## src/rtl/psum_drain_pkg.sv

```systemverilog
// Shared definitions for the partial-sum drain path: widths, drain FSM
// state encoding and the signed saturation bounds helper.
package psum_pkg;

    localparam int PSUM_WIDTH = 25;
    localparam int OUT_WIDTH  = 8;
    localparam int PACK       = 4;

    typedef enum logic [1:0] {
        ST_IDLE  = 2'd0,
        ST_RUN   = 2'd1,
        ST_FLUSH = 2'd2,
        ST_DONE  = 2'd3
    } drain_state_t;

    // Upper (upper=1) or lower (upper=0) limit of a signed width-bit integer.
    function automatic logic signed [31:0] sat_bound(input int width, input logic upper);
        logic signed [31:0] mag;
        mag = 32'sd1 <<< (width - 1);
        if (upper) begin
            sat_bound = mag - 32'sd1;
        end else begin
            sat_bound = -mag;
        end
    endfunction

endpackage

```

## src/rtl/psum_drain_requant.sv

```systemverilog
// Two-stage requantiser: bias add, then round-half-up arithmetic shift,
// optional ReLU and saturation to a signed OUT_WIDTH element.
module psum_requant #(
    parameter int DATA_WIDTH  = psum_pkg::PSUM_WIDTH,
    parameter int OUT_WIDTH   = psum_pkg::OUT_WIDTH,
    parameter int SHIFT_WIDTH = 5
) (
    input  logic                         clk,
    input  logic                         rst,
    input  logic                         i_vld,
    input  logic signed [DATA_WIDTH-1:0] i_psum,
    input  logic signed [DATA_WIDTH-1:0] i_bias,
    input  logic [SHIFT_WIDTH-1:0]       i_shift,
    input  logic                         i_relu_en,
    output logic                         o_s1_vld,
    output logic                         o_vld,
    output logic signed [OUT_WIDTH-1:0]  o_data
);
    import psum_pkg::*;

    localparam int S1W = DATA_WIDTH + 1;
    // One extra bit above the bias sum so the rounding increment cannot overflow.
    localparam int RW  = DATA_WIDTH + 2;
    localparam logic signed [RW-1:0]    SAT_HI = RW'(sat_bound(OUT_WIDTH, 1'b1));
    localparam logic signed [RW-1:0]    SAT_LO = RW'(sat_bound(OUT_WIDTH, 1'b0));
    localparam logic signed [RW-1:0]    RW_ONE = RW'(1'b1);
    localparam logic [SHIFT_WIDTH-1:0]  SH_ONE = SHIFT_WIDTH'(1'b1);

    logic signed [S1W-1:0]       r_s1;
    logic                        r_s1_vld;
    logic signed [RW-1:0]        w_ext;
    logic signed [RW-1:0]        w_rnd;
    logic signed [RW-1:0]        w_sum;
    logic signed [RW-1:0]        w_sh;
    logic signed [RW-1:0]        w_rl;
    logic signed [OUT_WIDTH-1:0] w_sat;
    logic signed [OUT_WIDTH-1:0] r_out;
    logic                        r_out_vld;

    // Stage 1: sign-extended bias add.
    always_ff @(posedge clk) begin
        if (rst) begin
            r_s1_vld <= 1'b0;
            r_s1     <= '0;
        end else begin
            r_s1_vld <= i_vld;
            r_s1     <= {i_psum[DATA_WIDTH-1], i_psum} + {i_bias[DATA_WIDTH-1], i_bias};
        end
    end

    // Stage 2 combinational path: round, shift, ReLU, saturate.
    always_comb begin
        w_ext = {r_s1[S1W-1], r_s1};
        if (i_shift != '0) begin
            w_rnd = RW_ONE << (i_shift - SH_ONE);
        end else begin
            w_rnd = '0;
        end
        w_sum = w_ext + w_rnd;
        w_sh  = w_sum >>> i_shift;
        if (i_relu_en && w_sh[RW-1]) begin
            w_rl = '0;
        end else begin
            w_rl = w_sh;
        end
        if (w_rl > SAT_HI) begin
            w_sat = SAT_HI[OUT_WIDTH-1:0];
        end else if (w_rl < SAT_LO) begin
            w_sat = SAT_LO[OUT_WIDTH-1:0];
        end else begin
            w_sat = w_rl[OUT_WIDTH-1:0];
        end
    end

    // Stage 2 result register.
    always_ff @(posedge clk) begin
        if (rst) begin
            r_out_vld <= 1'b0;
            r_out     <= '0;
        end else begin
            r_out_vld <= r_s1_vld;
            r_out     <= w_sat;
        end
    end

    assign o_s1_vld = r_s1_vld;
    assign o_vld    = r_out_vld;
    assign o_data   = r_out;

endmodule

```

## src/rtl/psum_drain.sv

```systemverilog
// Drains a completed tile of partial sums: requantises each one, packs PACK
// int8 results per word and writes them to the OFM SRAM.
module psum_drain #(
    parameter int DATA_WIDTH  = psum_pkg::PSUM_WIDTH,
    parameter int OUT_WIDTH   = psum_pkg::OUT_WIDTH,
    parameter int PACK        = psum_pkg::PACK,
    parameter int ADDR_WIDTH  = 10,
    parameter int CNT_WIDTH   = 12,
    parameter int SHIFT_WIDTH = 5
) (
    input  logic                          clk,
    input  logic                          rst,
    input  logic                          start,
    input  logic [CNT_WIDTH-1:0]          num_elems,
    input  logic [ADDR_WIDTH-1:0]         base_addr,
    input  logic signed [DATA_WIDTH-1:0]  bias,
    input  logic [SHIFT_WIDTH-1:0]        shift,
    input  logic                          relu_en,
    input  logic signed [DATA_WIDTH-1:0]  fifo_out,
    input  logic                          valid_fifo_out,
    output logic                          mem_we,
    output logic [ADDR_WIDTH-1:0]         mem_addr,
    output logic [PACK*OUT_WIDTH-1:0]     mem_wdata,
    output logic [PACK-1:0]               mem_be,
    output logic                          busy,
    output logic                          done,
    output logic                          err
);
    import psum_pkg::*;

    localparam int LW = (PACK > 1) ? $clog2(PACK) : 1;
    localparam logic [LW-1:0]         LAST_LANE = LW'(PACK - 1);
    localparam logic [LW-1:0]         LANE_ONE  = LW'(1'b1);
    localparam logic [CNT_WIDTH-1:0]  CNT_ONE   = CNT_WIDTH'(1'b1);
    localparam logic [ADDR_WIDTH-1:0] ADDR_ONE  = ADDR_WIDTH'(1'b1);

    drain_state_t r_state;
    drain_state_t w_next;

    logic [CNT_WIDTH-1:0]         r_num;
    logic [CNT_WIDTH-1:0]         r_cnt;
    logic signed [DATA_WIDTH-1:0] r_bias;
    logic [SHIFT_WIDTH-1:0]       r_shift;
    logic                         r_relu;
    logic                         r_err;
    logic                         r_busy;
    logic                         r_done;

    logic [ADDR_WIDTH-1:0]              r_addr;
    logic [LW-1:0]                      r_lane_idx;
    logic [PACK-1:0][OUT_WIDTH-1:0]     r_lanes;
    logic                               r_mem_we;
    logic [ADDR_WIDTH-1:0]              r_mem_addr;
    logic [PACK-1:0][OUT_WIDTH-1:0]     r_mem_wdata;
    logic [PACK-1:0]                    r_mem_be;

    logic                               w_accept;
    logic                               w_last;
    logic                               w_start_ok;
    logic                               w_s1_vld;
    logic                               w_s2_vld;
    logic signed [OUT_WIDTH-1:0]        w_s2_data;
    logic [PACK-1:0][OUT_WIDTH-1:0]     w_lanes;
    logic [PACK-1:0]                    w_be;
    logic                               w_full;
    logic                               w_tail;
    logic                               w_wr;

    assign w_accept   = valid_fifo_out && (r_state == ST_RUN);
    assign w_last     = w_accept && ((r_cnt + CNT_ONE) == r_num);
    assign w_start_ok = start && (r_state == ST_IDLE);

    psum_requant #(
        .DATA_WIDTH  (DATA_WIDTH),
        .OUT_WIDTH   (OUT_WIDTH),
        .SHIFT_WIDTH (SHIFT_WIDTH)
    ) u_requant (
        .clk       (clk),
        .rst       (rst),
        .i_vld     (w_accept),
        .i_psum    (fifo_out),
        .i_bias    (r_bias),
        .i_shift   (r_shift),
        .i_relu_en (r_relu),
        .o_s1_vld  (w_s1_vld),
        .o_vld     (w_s2_vld),
        .o_data    (w_s2_data)
    );

    // Drain FSM next-state logic.
    always_comb begin
        w_next = r_state;
        case (r_state)
            ST_IDLE: begin
                if (start) begin
                    w_next = (num_elems == '0) ? ST_DONE : ST_RUN;
                end else begin
                    w_next = ST_IDLE;
                end
            end
            ST_RUN: begin
                if (w_last) begin
                    w_next = ST_FLUSH;
                end else begin
                    w_next = ST_RUN;
                end
            end
            ST_FLUSH: begin
                // The tail word is issued as the last element leaves stage 2.
                if (!w_s1_vld && !w_s2_vld) begin
                    w_next = ST_DONE;
                end else begin
                    w_next = ST_FLUSH;
                end
            end
            ST_DONE: w_next = ST_IDLE;
            default: w_next = ST_IDLE;
        endcase
    end

    // FSM state and registered status outputs.
    always_ff @(posedge clk) begin
        if (rst) begin
            r_state <= ST_IDLE;
            r_busy  <= 1'b0;
            r_done  <= 1'b0;
        end else begin
            r_state <= w_next;
            r_busy  <= (w_next == ST_RUN) || (w_next == ST_FLUSH);
            r_done  <= (w_next == ST_DONE);
        end
    end

    // Configuration capture, element count and sticky protocol error.
    always_ff @(posedge clk) begin
        if (rst) begin
            r_num   <= '0;
            r_bias  <= '0;
            r_shift <= '0;
            r_relu  <= 1'b0;
            r_cnt   <= '0;
            r_err   <= 1'b0;
        end else begin
            if (w_start_ok) begin
                r_num   <= num_elems;
                r_bias  <= bias;
                r_shift <= shift;
                r_relu  <= relu_en;
                r_cnt   <= '0;
            end else if (w_accept) begin
                r_cnt <= r_cnt + CNT_ONE;
            end else begin
                r_cnt <= r_cnt;
            end
            // A dropped beat outranks the clear from a simultaneous start.
            if (valid_fifo_out && (r_state != ST_RUN)) begin
                r_err <= 1'b1;
            end else if (w_start_ok) begin
                r_err <= 1'b0;
            end else begin
                r_err <= r_err;
            end
        end
    end

    // Lane insert and write decision; lanes above lane_idx are always zero.
    always_comb begin
        w_lanes = r_lanes;
        w_be    = '0;
        if (w_s2_vld) begin
            w_lanes[r_lane_idx] = w_s2_data;
        end else begin
            w_lanes = r_lanes;
        end
        for (int i = 0; i < PACK; i++) begin
            w_be[i] = (LW'(i) <= r_lane_idx);
        end
        w_full = w_s2_vld && (r_lane_idx == LAST_LANE);
        w_tail = w_s2_vld && (r_state == ST_FLUSH) && !w_s1_vld;
        w_wr   = w_full || w_tail;
    end

    // Packing register, word address and SRAM write port.
    always_ff @(posedge clk) begin
        if (rst) begin
            r_addr      <= '0;
            r_lane_idx  <= '0;
            r_lanes     <= '0;
            r_mem_we    <= 1'b0;
            r_mem_addr  <= '0;
            r_mem_wdata <= '0;
            r_mem_be    <= '0;
        end else begin
            r_mem_we <= w_wr;
            if (w_start_ok) begin
                r_addr     <= base_addr;
                r_lane_idx <= '0;
                r_lanes    <= '0;
            end else if (w_wr) begin
                r_mem_addr  <= r_addr;
                r_mem_wdata <= w_lanes;
                r_mem_be    <= w_be;
                r_addr      <= r_addr + ADDR_ONE;
                r_lane_idx  <= '0;
                r_lanes     <= '0;
            end else if (w_s2_vld) begin
                r_lanes    <= w_lanes;
                r_lane_idx <= r_lane_idx + LANE_ONE;
            end else begin
                r_lanes    <= r_lanes;
                r_lane_idx <= r_lane_idx;
            end
        end
    end

    assign mem_we    = r_mem_we;
    assign mem_addr  = r_mem_addr;
    assign mem_wdata = r_mem_wdata;
    assign mem_be    = r_mem_be;
    assign busy      = r_busy;
    assign done      = r_done;
    assign err       = r_err;

endmodule

```

## config.mk

```make
export PLATFORM = sky130hd
export DESIGN_NAME = psum_drain
export DESIGN_NICKNAME = d
export VERILOG_FILES = /design/src/rtl/psum_drain_pkg.sv /design/src/rtl/psum_drain_requant.sv /design/src/rtl/psum_drain.sv
export SDC_FILE = /design/constraint.sdc
export NUM_CORES = 1
export LEC_CHECK = 0
export ABC_AREA = 1
export BUFFER_PORTS_ARGS = -buffer_cell sky130_fd_sc_hd__buf_2
export CORE_MARGIN = 2
export CORE_UTILIZATION = 30
export DETAILED_ROUTE_END_ITERATION = 8
export PLACE_DENSITY = 0.49
export SLEW_MARGIN = 20
export SYNTH_ARGS = -nofsm -noshare
export SYNTH_HDL_FRONTEND = slang
export SYNTH_SLANG_ARGS = --single-unit
```

## constraint.sdc

```tcl
create_clock -name clk -period 6.69 [get_ports clk]
set_input_delay 0.3345 -clock clk [delete_from_list [all_inputs] [get_ports clk]]
set_output_delay 0.3345 -clock clk [all_outputs]
set_load 0.05 [all_outputs]
```

* Yosys cells after proc, flatten, opt, wreduce, memory -nomap -nowiden
Cells that the tools add are included.
W data, S select, Z words.
** Storage, ports and cells
- Flip-flop bits (word level) :: 187
- Input bits :: 82
** Operators by class
- Reductions and logical operators :: 23
- Order comparisons :: 8
- Add/sub/neg operators :: 6
- Multiplexer cells :: 17
- Equality and inequality tests :: 9
- Bitwise operators :: 1
- Shift-type cells :: 2
** Operators with widths (number)
- $mux W27 :: 2
- $bwmux W32 :: 1
- $mux W32 :: 1
- $add A26 B27 Y27 :: 1
- $gt A27 B8 Y1 const B :: 1
- $lt A27 B8 Y1 const B :: 1
- $shl A1 B5 Y27 const A :: 1
- $sshr A27 B5 Y27 :: 1
- $add A25 B25 Y26 :: 1
- $mux W10 :: 2
- $demux W8 S2 :: 1
- $mux W8 :: 2
- $add A12 B1 Y12 const B :: 1
- $eq A12 B12 Y1 :: 1
- $logic_not A12 Y1 :: 1
- $add A10 B1 Y10 const B :: 1
- $eq A2 B2 Y1 const B :: 5
- $logic_and A1 B1 Y1 :: 10
- $pmux W2 S4 :: 1
- $mux W7 :: 1
- $mux W2 :: 3
- $reduce_bool A5 Y1 :: 1
- $sub A5 B1 Y5 const B :: 1
- $eq A2 B1 Y1 const B :: 2
- 15 further kinds :: 23

* Depth between registers and ports, before layout
- Word-level depth :: 10
- Gate-level depth with buffers :: 40
- Gate-level depth less buffers :: 38

* Modules after synthesis
Synthesis repeated with hierarchy kept, for this count alone.
** Second synthesis, totals
- Cell total of the unflattened synthesis :: 1912
- Area total of the unflattened synthesis :: 12400.6 sq um
** By module, submodules not included
- psum_requant :: times used 1, cells each 1168, area an instance 6352.3 sq um, seq. area each 720.7 sq um
- psum_drain :: times used 1, cells each 744, area an instance 6048.3 sq um, seq. area each 3022.9 sq um

* Least setup slack after synthesis
No wires, ideal clock.
- Path kind :: register to register
- Start :: register r_shift[0]
- End :: register u_requant.r_out[1], in the netlist u_requant.o_data[1]
- Slack :: 2.690 ns
- Clock period less this slack :: 4.000 ns
- Required time :: 6.620 ns
- Stages on the path, launching flop included :: 35
- Data arrival time :: 3.930 ns
- Library setup time :: 0.070 ns
- Cell sequence :: dfxtp_1 -> buf_2 -> buf_2 -> nor2_1 -> inv_1 -> nor2_1 -> inv_1 -> nor2_1 -> nor2_1 -> inv_1 -> nand2_1 -> inv_1 -> nand2_1 -> inv_1 -> ha_1 -> inv_1 -> fa_1 -> inv_1 -> nand3_1 -> nand3_1 -> nand2_1 -> nand2_2 -> nand2_1 -> nand3b_1 -> nand3_1 -> nand3_1 -> nand3_1 -> nand3_1 -> nand3_2 -> or2_1 -> nor2_2 -> nand3_2 -> o21ai_4 -> nand2_1 -> a21oi_1
** On the way
- Cells in the longest elaborated chain, start to end :: 10
- Elaborated cells on any way between the ends :: 12
** RTL lines
- from (decl) :: RTL line psum_drain.sv:43 : logic [SHIFT_WIDTH-1:0] r_shift;
- from (signal assigned) :: RTL line psum_drain.sv:147 : r_shift <= shift;
- $sub A5 B1 Y5 :: RTL line psum_drain_requant.sv:55 : w_rnd = RW_ONE << (i_shift - SH_ONE);
- $shl A1 B5 Y27 :: RTL line psum_drain_requant.sv:55
- $mux W27 :: RTL line psum_drain_requant.sv:54 : if (i_shift != '0) begin
- $add A26 B27 Y27 :: RTL line psum_drain_requant.sv:59 : w_sum = w_ext + w_rnd;
- $sshr A27 B5 Y27 (*) :: RTL line psum_drain_requant.sv:60 : w_sh = w_sum >>> i_shift;
- $logic_and A1 B1 Y1 :: RTL line psum_drain_requant.sv:61 : if (i_relu_en && w_sh[RW-1]) begin
- $mux W27 (*) :: RTL line psum_drain_requant.sv:61
- $lt A27 B8 Y1 :: RTL line psum_drain_requant.sv:68 : end else if (w_rl < SAT_LO) begin
- $mux W8 :: RTL line psum_drain_requant.sv:68
- $mux W7 (*) :: RTL line psum_drain_requant.sv:66 : if (w_rl > SAT_HI) begin
- to (signal assigned) :: RTL line psum_drain_requant.sv:82 : r_out <= w_sat;
- to (decl) :: RTL line psum_drain_requant.sv:37 : logic signed [OUT_WIDTH-1:0] r_out;
Mark *: on every way between the ends. The rest lies on a longest branch, timed or not.
A chain may end at the register's enable or synchronous reset.

* Worst setup path after layout
- Start :: register r_shift[0]
- End :: register u_requant.r_out[3], in the netlist u_requant.o_data[3]
The elaborated chain is that of the path after synthesis.

==> impl_metrics.env <==
export IMPL_startpoint="r_shift[0]"
export IMPL_clock_skew_ps=13.4
export IMPL_ys_warnings_count=0
export IMPL_fin_setup_tns_ps=0
export IMPL_rsz0062_at_grt="no"
export IMPL_drt_antenna_violating_nets=0
export IMPL_async_flop_share_pct=0
export IMPL_slew_headroom_pct=32.3
export IMPL_crit_family="simple AND/OR/NAND/NOR gates"
export IMPL_postCtsSetupBuffers=0
export IMPL_grt_pass1_vias=11200
export IMPL_die_area_sq_mm=0.0409
export IMPL_period_needed_ps=5080
export IMPL_synthMuxAreaShare_pct=2.80
export IMPL_ff2ff_setup_slack_ps=1610
export IMPL_fmax_ghz=0.197
export IMPL_die_w_um=202
export IMPL_std_cell_rows=72
export IMPL_ys_seq_area_share_pct=31.7
export IMPL_io_pins=132
export IMPL_switching_share_pct=38.3
export IMPL_clkPwrFrac_pct=29.7
export IMPL_critPathSlowestCell="fa_1"
export IMPL_peakVddDrop_v=0.000179
export IMPL_cp_depth=33
export IMPL_grt_max_degree=90
export IMPL_hp_class="primary input to flip-flop"
export IMPL_post_cts_resized=0
export IMPL_netlist_area_leader_share_pct=31.7
export IMPL_tightest_slew_ps=1010
export IMPL_slew_viol_final=0
export IMPL_worstSkewPairLatency_ps=450
export IMPL_setup_viol=0
export IMPL_routed_wl_um=37800
export IMPL_cp_arrival_ps=5450
export IMPL_r2r_end="u_requant.o_data[3]"
export IMPL_rr_startpoint="r_shift[0]"
export IMPL_root_buffer="clkbuf_16"
export IMPL_combPwrFrac_pct=31.9
export IMPL_hpwlAfterDp_um=29500
export IMPL_drv_cap=0
export IMPL_antenna_found_initial=0
export IMPL_avgViaCountPerCell=4.85
export IMPL_synth_edf_count=0
export IMPL_crit_top_cell="inv_1"
export IMPL_yosys_top_cells_area="dfxtp_1, nand2_1, nand3_1"
export IMPL_syn_num_nets=1940
export IMPL_endpoint_kind="flip-flop"
export IMPL_p_per_area_mw_per_mm2=245
export IMPL_critPathRequiredTime_ps=7060
export IMPL_drt_pass1_iter_count=7
export IMPL_power_switching_w=0.00127
export IMPL_p_int_w=0.00204
export IMPL_grt_use_total_pct=18.6
export IMPL_clock_sinks=187
export IMPL_critPathBufInv=9
export IMPL_setup_worst_path_class="flip-flop to flip-flop"
export IMPL_ctsHoldBuffers=0
export IMPL_core_area_sq_mm=0.0387
export IMPL_hold_viol_final=0
export IMPL_clockBufferDepth=2
export IMPL_drc=0
export IMPL_cts_tree="yes"
export IMPL_gp_congestion=0.960
export IMPL_min_period_over_period_pct=76.0
export IMPL_grt_overflow=0
export IMPL_cts_made_buffers=17
export IMPL_path_clk_slew_ps=70
export IMPL_synth_compound_area_share_pct=13.3
export IMPL_cp_start_kind="flip-flop"
export IMPL_layout_commonest_cell="nand2_1"
export IMPL_seqPwrFrac_pct=38.4
export IMPL_worstSetupEndpoint="u_requant.o_data[3]"
export IMPL_yosysTopAreaCell="dfxtp_1"
export IMPL_postSynthAreaPerCell_sq_um=6.56
export IMPL_critPathMaxFanout=33
export IMPL_yosys_area_share_simple_pct=34.4
export IMPL_cpPeakStageDelay_ps=410
export IMPL_routed_via_count=11800
export IMPL_portBuffers=131
export IMPL_ys_types=51
export IMPL_hold_depth=3
export IMPL_synth_top_family_by_area="simple AND/OR/NAND/NOR gates"
export IMPL_fp_dieH_um=202
export IMPL_num_antenna_cells=0
export IMPL_synth_seq_cells=187
export IMPL_drt_iter0_drc=863
export IMPL_regArea_sq_mm=0.00374
export IMPL_netlist_instances=1798
export IMPL_fill_cells=4284
export IMPL_placed_cell_area_sq_mm=0.0129
export IMPL_route_detailed_wl_per_inst_um=15.6
export IMPL_synth_area_sq_mm=0.0118
export IMPL_grt_pass1_wl_um=60600
export IMPL_finalInstanceArea_sq_mm=0.0135
export IMPL_multi_input_area_sq_mm=0.00700
export IMPL_drive_gt1_share_pct=12.0
export IMPL_final_cell_mix="nand2_1, nor2_1, nand3_1, inv_1, dfxtp_1"
export IMPL_start_util_pct=30.4
export IMPL_synth_xor_area_share_pct=2.23
export IMPL_synthAdderAreaFrac_pct=6.49
export IMPL_p_leak_nw=6.77
export IMPL_final_nets=2036
export IMPL_rr_worst_depth=33
export IMPL_status="finished clean"
export IMPL_ys_flop_type="dfxtp_1"
export IMPL_power_w=0.00331
export IMPL_h_tree_depth=4
export IMPL_area_growth_pct=14.6
export IMPL_finish_utilization_pct=34.9
-- flip-flops by register name (all words and copies together), names as in the netlist, 2 cells and up --
signal	cells
u_requant.o_data	8
r_lane_idx	2
mem_be	4
r_cnt	12
mem_wdata	32
r_num	12
r_state	2
u_requant.r_s1	26
mem_addr	10
r_addr	10
r_lanes	32
r_bias	25
r_shift	5
-- layout make-up --
cell class / count / area share (%)
multi-input combinational: 1333 / 51.8
sequential: 187 / 27.7
inverter: 210 / 5.90
timing repair buffer: 145 / 5.63
tap: 518 / 4.79
clock buffer: 18 / 3.25
clock inverter: 14 / 0.963
-- worst reg2reg max path: cells and delay by family, from the launching register on --
kind	cells	cell delay, ps
compound gates	3	710
xor+xnor	1	270
fa+ha+maj	2	620
buf+inv	9	1000
flops	1	300
simple gates	18	2160
-- per-layer routing --
layer | vias to the layer above | wire (um) | share of wire, % | track usage, %
li1 | 6086 | - | - | -
met1 | 5381 | 19300 | 51 | 26.7
met2 | 247 | 16400 | 43 | 28.9
met3 | 40 | 1470 | 3.9 | 2.97
met4 | 0 | 657 | 1.7 | 4.95
met5 | - | 0 | 0 | 0
-- worst min-delay path by stage --
| stage | start | to |
|---|---|---|
| 2_1_floorplan | u_requant.o_s1_vld | u_requant.o_vld |
| 3_3_place_gp | u_requant.o_s1_vld | u_requant.o_vld |
| 3_5_place_dp | u_requant.o_s1_vld | u_requant.o_vld |
| 4_1_cts | bias[22] | r_bias[22] |
| 5_1_grt | bias[10] | r_bias[10] |
| 6_report | bias[21] | r_bias[21] |
-- Yosys cell counts, types with 7 or more instances --
cell        n
mux2i_1    33
dfxtp_1   187
nor3_1     12
clkbuf_1   51
inv_1     192
a21oi_1    95
xnor2_1     9
nand3b_1    9
nand2_2     8
o21ai_0    92
buf_1       7
o21a_1      7
o211ai_1    7
ha_1       58
inv_2      13
a31oi_1     7
buf_2      10
nand3_2     9
a211oi_1   37
nor2_1    264
xor2_1     21
nand4_1    13
nand3_1   205
nand2_1   398
-- stage by stage --
stage,hold slack [ps],setup WS [ps],instances
finish,106,1610,2425
global route,101,962,2425
CTS,78.4,1630,2425
detailed placement,439,1670,2393
global placement,440,1580,2393
floorplan,425,2690,1798
-- logic make-up after synthesis --
kind of cell,count (synthesis)
AND/OR/NAND/NOR,940
adder cells (fa/ha/maj),60
AO/OA/AOI/OAI,270
buffers and inverters,278
XOR/XNOR,30
flip-flops,187
multiplexers,33
-- power by group through the flow --
stage                     clock network [W]  logic [W]  registers [W]
final                              0.000985    0.00106        0.00127
after global routing                0.00106    0.00119        0.00128
after CTS                           0.00102    0.00106        0.00127
after detailed placement                  0    0.00105        0.00130
after global placement                    0    0.00106        0.00130
after floorplan                           0   0.000758        0.00128
No activity file was read; power rests on OpenSTA's default activity.
